[src/rtl/heater_ramp_ctrl.sv]
// rtl/heater_ramp_ctrl.sv - PWM heater gate with linear duty ramp-up/hold/ramp-down and thermal alarm
module heater_ramp_ctrl #(
    parameter int PWM_BITS    = 8,
    parameter int STEP_CYCLES = 1024
) (
    input  logic                clk,
    input  logic                rst,
    input  logic                start,
    input  logic                stop,
    input  logic                alarm,
    input  logic [PWM_BITS-1:0] target_duty,
    output logic                heat_en,
    output logic                bram_en,
    output logic [PWM_BITS-1:0] duty,
    output logic [1:0]          state,
    output logic                done
);

    localparam int STEP_W = (STEP_CYCLES > 1) ? $clog2(STEP_CYCLES) : 1;
    localparam logic [STEP_W-1:0]   STEP_LAST = STEP_W'(STEP_CYCLES - 1);
    localparam logic [STEP_W-1:0]   STEP_ONE  = STEP_W'(1);
    localparam logic [PWM_BITS-1:0] DUTY_ONE  = PWM_BITS'(1);
    localparam logic [PWM_BITS-1:0] DUTY_FULL = '1;
    localparam logic [PWM_BITS-1:0] DUTY_ZERO = '0;

    typedef enum logic [1:0] {
        S_IDLE      = 2'd0,
        S_RAMP_UP   = 2'd1,
        S_HOLD      = 2'd2,
        S_RAMP_DOWN = 2'd3
    } state_t;

    state_t              state_q;
    state_t              state_d;
    logic [PWM_BITS-1:0] duty_q;
    logic [PWM_BITS-1:0] duty_d;
    logic [PWM_BITS-1:0] target_q;
    logic [PWM_BITS-1:0] target_d;
    logic [STEP_W-1:0]   step_cnt;
    logic [PWM_BITS-1:0] pwm_cnt;
    logic                step_strobe;
    logic                done_d;
    logic                ramping;

    assign step_strobe = (step_cnt == STEP_LAST);
    assign ramping     = (state_q == S_RAMP_UP) || (state_q == S_RAMP_DOWN);
    assign state       = state_q;
    assign duty        = duty_q;

    // Next-state, next-duty and target latch; stop/alarm take priority over ramp stepping
    always_comb begin
        state_d  = state_q;
        duty_d   = duty_q;
        target_d = target_q;
        done_d   = 1'b0;
        case (state_q)
            S_IDLE: begin
                if (start && !stop && !alarm && (target_duty != DUTY_ZERO)) begin
                    target_d = target_duty;
                    state_d  = S_RAMP_UP;
                end
            end
            S_RAMP_UP: begin
                if (stop || alarm) begin
                    state_d = S_RAMP_DOWN;
                end else if (duty_q >= target_q) begin
                    duty_d  = target_q;
                    state_d = S_HOLD;
                end else if (step_strobe) begin
                    duty_d = duty_q + DUTY_ONE;
                    if ((duty_q + DUTY_ONE) == target_q) begin
                        state_d = S_HOLD;
                    end
                end
            end
            S_HOLD: begin
                duty_d = target_q;
                if (stop || alarm) begin
                    state_d = S_RAMP_DOWN;
                end
            end
            S_RAMP_DOWN: begin
                if (duty_q == DUTY_ZERO) begin
                    state_d = S_IDLE;
                    done_d  = 1'b1;
                end else if (step_strobe) begin
                    duty_d = duty_q - DUTY_ONE;
                    if (duty_q == DUTY_ONE) begin
                        state_d = S_IDLE;
                        done_d  = 1'b1;
                    end
                end
            end
            default: begin
                state_d = S_IDLE;
            end
        endcase
    end

    // Control state, duty, latched target and registered status outputs
    always_ff @(posedge clk or posedge rst) begin
        if (rst) begin
            state_q  <= S_IDLE;
            duty_q   <= DUTY_ZERO;
            target_q <= DUTY_ZERO;
            bram_en  <= 1'b0;
            done     <= 1'b0;
        end else begin
            state_q  <= state_d;
            duty_q   <= duty_d;
            target_q <= target_d;
            bram_en  <= (state_d != S_IDLE);
            done     <= done_d;
        end
    end

    // Ramp step timer: restarts on any state change, runs only while ramping
    always_ff @(posedge clk or posedge rst) begin
        if (rst) begin
            step_cnt <= '0;
        end else if (state_d != state_q) begin
            step_cnt <= '0;
        end else if (ramping) begin
            step_cnt <= step_strobe ? '0 : step_cnt + STEP_ONE;
        end else begin
            step_cnt <= '0;
        end
    end

    // Free-running PWM counter and registered PWM gate (all-ones duty means always on)
    always_ff @(posedge clk or posedge rst) begin
        if (rst) begin
            pwm_cnt <= DUTY_ZERO;
            heat_en <= 1'b0;
        end else begin
            pwm_cnt <= pwm_cnt + DUTY_ONE;
            heat_en <= (duty_q == DUTY_FULL) || (pwm_cnt < duty_q);
        end
    end

endmodule

[config.mk]
export PLATFORM = sky130hd
export DESIGN_NAME = heater_ramp_ctrl
export DESIGN_NICKNAME = d
export VERILOG_FILES = /design/src/rtl/heater_ramp_ctrl.sv
export SDC_FILE = /design/constraint.sdc
export NUM_CORES = 1
export LEC_CHECK = 0
export BUFFER_PORTS_ARGS = -buffer_cell sky130_fd_sc_hd__buf_2
export CAP_MARGIN = 20
export CORE_ASPECT_RATIO = 1.2
export CORE_UTILIZATION = 45
export CTS_BUF_LIST = sky130_fd_sc_hd__clkbuf_8
export DETAILED_ROUTE_END_ITERATION = 10
export PLACE_DENSITY = 0.73
export SYNTH_ARGS = -nofsm -noshare
export SYNTH_HDL_FRONTEND = slang
export SYNTH_SLANG_ARGS = --single-unit
[constraint.sdc]
create_clock -name clk -period 2.7 [get_ports clk]
set_clock_uncertainty 0.2 [all_clocks]
set_input_delay 0.54 -clock clk [delete_from_list [all_inputs] [get_ports clk]]
set_output_delay 0.54 -clock clk [all_outputs]
set_load 0.02 [all_outputs]
==> results.md <==
- WP data required: between 2 and 3 ns
- Maximum VDD drop: 0.000465 V
- Fmax achieved: 0.390 GHz
- Setup TNS: 0 ns
- Compound-gate portion of the synthesized area: 0.160
- 1st-iter DRT viols: between 100 and 150
- Logic pwr share: 0.520
- Status: finished, final reports clean
- Non-Filler Instances: ~420
- Vias: roughly 2300
- Crit path time final: about 2.6 ns
- YS warnings: 0
- Initial Util: 0.471
- Total CTS buffers: 5
- Largest family of logic cells by synthesized area: simple AND/OR/NAND/NOR gates
- Period utilization: 0.949
- Adder-Cell Fraction of Synth Area: 0.0931
- DR pass1 iterations: 4
- Leakage: 1.50 nW
- Max-slew headroom: 0.661
- DPL Wire Length: between 4000 and 5000 um
- Flops & latches, synth: 39
- Hold WC Path Type: in -> async
- Xor/xnor share of the synthesized area: 0.115
- IO buf count: 25
- Crit path capture type: flip-flop
- Placeable Area: 5710 um2
- DRC: 0
- Placed Cells: between 400 and 500
- Synth cell types: 50
- FF-to-FF setup slack: around 0.14 ns
- Initial antenna violation count: 0
- P_int: approximately 1.7 mW
- Final RePlAce weighted congestion: just under 0.9
- Vias per cell: ~5.6
- Share of layout cells above drive strength 1: 0.232
- Post-synthesis net count: 326
- Antenna Nets Post-Route: 0
- Syn-to-layout area delta: 16.6%
- Max-slew violation total from the final report: 0
- Reg2reg end: duty[0]$_DFFE_PP0P_
- Worst R2R Start: target_q[5]$_DFFE_PP0P_
- Cell Rows: 30
- Clk pwr share: 0.181
- Die width: 72.5 um
- Total detailed-routing wirelength: between 6000 and 7000 um
- CTS H-Tree Depth: 2
- Worst-Margin Slew: slightly above 0.5 ns
- Yosys top cell by area: dfrtp_1
- CTS root buf: clkbuf_8
- Simple-gate portion of the synthesized area: 0.203
- Clock-pin slew on the worst setup and hold paths: roughly 0.08 ns
- First-pass GRT wire length: 10600 um
- Die ar.: between 6000 and 7000 um2
- Die Y: slightly below 90 um
- CP Data Arrival Time: 2.57 ns
- Post-synthesis cell count: around 300
- Sequential Power Share: 0.298
- Final setup fails: 0
- Setup bufs post-CTS: 0
- Largest net degree at the start of global routing: 40
- Clock Latency Late Sink: around 0.30 ns
- Total track usage: 0.223
- CP Launch Type: flip-flop
- DR WL/cell: around 15 um
- Synth Cell Area: about 2700 um2
- Mux contribution to synthesized area: 0.0112
- Crit path max fanout: 7
- Critical path class: reg -> reg
- Sw power: approximately 1.2 mW
- Number of synthesized flops with an enable pin: 0
- Sw Ratio: 0.419
- Ant diodes: 0
- Avg Inst Size Synth: roughly 9 um2
- Top post-synthesis cells by area: dfrtp_1 (36%), ha_1 (9.3%), xnor2_1 (6.2%), nand2_1 (3.9%), xor2_1 (3.6%)
- Final hold violations: 0
- Power Density: ~900 nW/um2
- Sequential fraction of the synthesis area: 0.363
- Max Cap Violations: 0
- CTS tree: done
- Final #Nets: around 370
- Vias in the first global route: roughly 2300
- I/O pins: 26
- Most used DFF post-synth: dfrtp_1
- Yosys top cell area share: 0.363
- Synth async-reset ratio: 1.00
- Sink Count: 39
- CTS hold repair buffers: 0
- RSZ-0062 raised after global routing: no
- Max clock buf depth: 2
- Total gr overflow: 0
- FF-to-FF path depth: 10
## metrics by stage
step           power, mW  utilization  cell area, um2  setup WS, ns  hold slack [ns]
3_3_place_gp        2.33        0.526            3000         0.144            0.266
5_1_grt             3.12        0.549            3130       0.00255            0.194
2_1_floorplan       1.92            -            2690        0.0148            0.248
3_5_place_dp        2.36        0.526            3000         0.106            0.274
6_report            2.91        0.549            3130         0.137            0.150
4_1_cts             2.90        0.546            3120        0.0681            0.173
## worst max-delay path: stages (launching register included)
cell and delay [ns]:
dfrtp_1 0.36, inv_1 0.06, ha_1 0.30, a21o_1 0.17, a21o_1 0.18, a211o_4 0.38
nor2_2 0.21, a211oi_2 0.11, buf_4 0.17, mux2i_1 0.11, a31o_2 0.21
## synth_stat cells, types with 4 or more instances
master and n:
a21o_1 6, buf_2 4, xor2_1 11, nand3_1 15, o211ai_1 7, a21oi_1 15
and4_1 4, ha_1 20, nor3_1 7, xnor2_1 19, nor4_1 4, dfrtp_1 39
nor2_1 16, nor2_2 8, a31oi_1 5, nand2_1 28, nand4_1 4, inv_1 21
o21ai_0 14
## cells in the final DEF (no fill, tap or decap), types with 2 or more instances in the layout
cell,instances
o211ai_1,7
buf_2,25
a21oi_1,15
nand2b_1,3
a31oi_1,5
and3_1,2
dfrtp_2,2
o21a_1,2
nor2_2,8
xnor3_1,2
nand2_1,28
dfrtp_1,37
clkbuf_8,6
xnor2_1,19
o21ai_0,14
nor4_1,4
and4_1,4
a21o_1,6
nor2_1,16
buf_4,21
o22ai_1,2
xor2_1,11
a31o_2,2
nand4_1,4
nand3_1,15
nor3_2,2
a211oi_2,2
a211oi_1,2
nor3_1,6
mux2i_1,3
ha_1,19
inv_1,21
## power by group through the flow
stage | combinational, mW | sequential [mW] | clock (mW)
floorplan | 0.977 | 0.948 | 0
global placement | 1.46 | 0.871 | 0
detailed placement | 1.48 | 0.874 | 0
CTS | 1.49 | 0.867 | 0.536
global route | 1.68 | 0.888 | 0.561
finish | 1.51 | 0.867 | 0.527
## registers in the layout (all words and copies together) (netlist names)
| register | cells |
|---|---|
| step_cnt | 10 |
| duty | 8 |
| pwm_cnt | 8 |
| target_q | 8 |
| state | 2 |
| bram_en | 1 |
| done | 1 |
| heat_en | 1 |
## worst max path at each step
stage,from,to,slack [ns],depth (start not counted)
5_1_grt,target_q[6]$_DFFE_PP0P_,duty[0]$_DFFE_PP0P_,0.003,9
3_3_place_gp,duty[1]$_DFFE_PP0P_,state[0]$_DFF_PP0_,0.14,8
2_1_floorplan,duty[0]$_DFFE_PP0P_,step_cnt[2]$_DFF_PP0_,0.01,10
6_report,target_q[5]$_DFFE_PP0P_,duty[0]$_DFFE_PP0P_,0.14,10
3_5_place_dp,duty[1]$_DFFE_PP0P_,state[0]$_DFF_PP0_,0.11,8
4_1_cts,duty[1]$_DFFE_PP0P_,state[0]$_DFF_PP0_,0.07,8
## routing by layer
layer	routed length, um	track usage	vias to the layer above
met1	2800	0.271	1110
met2	3140	0.378	67
met4	136	0.0838	0
li1	-	-	1121
met3	340	0.0558	17
met5	0	0	-
## kinds of logic after synthesis
kind of cell    after synthesis
simple gates                102
compound gates               65
flops                        39
xor+xnor                     32
buf+inv                      32
fa+ha+maj                    20
mux                           3
## timing repair
item / CTS / global route
resized for setup: 0 / 5
endpoints found under the setup margin: 0 / 11
endpoints found under the hold margin: 0 / 0
## cell type report
type	count	area (um2)
clock buffer	6	82.6
clock inverter	2	35.0
fill	551	2570
inverter	21	78.8
multi-input combinational	222	1580
sequential	39	978
tap	80	100
timing repair buffer	46	283
Note: power is estimated with default switching activity, not from simulation.
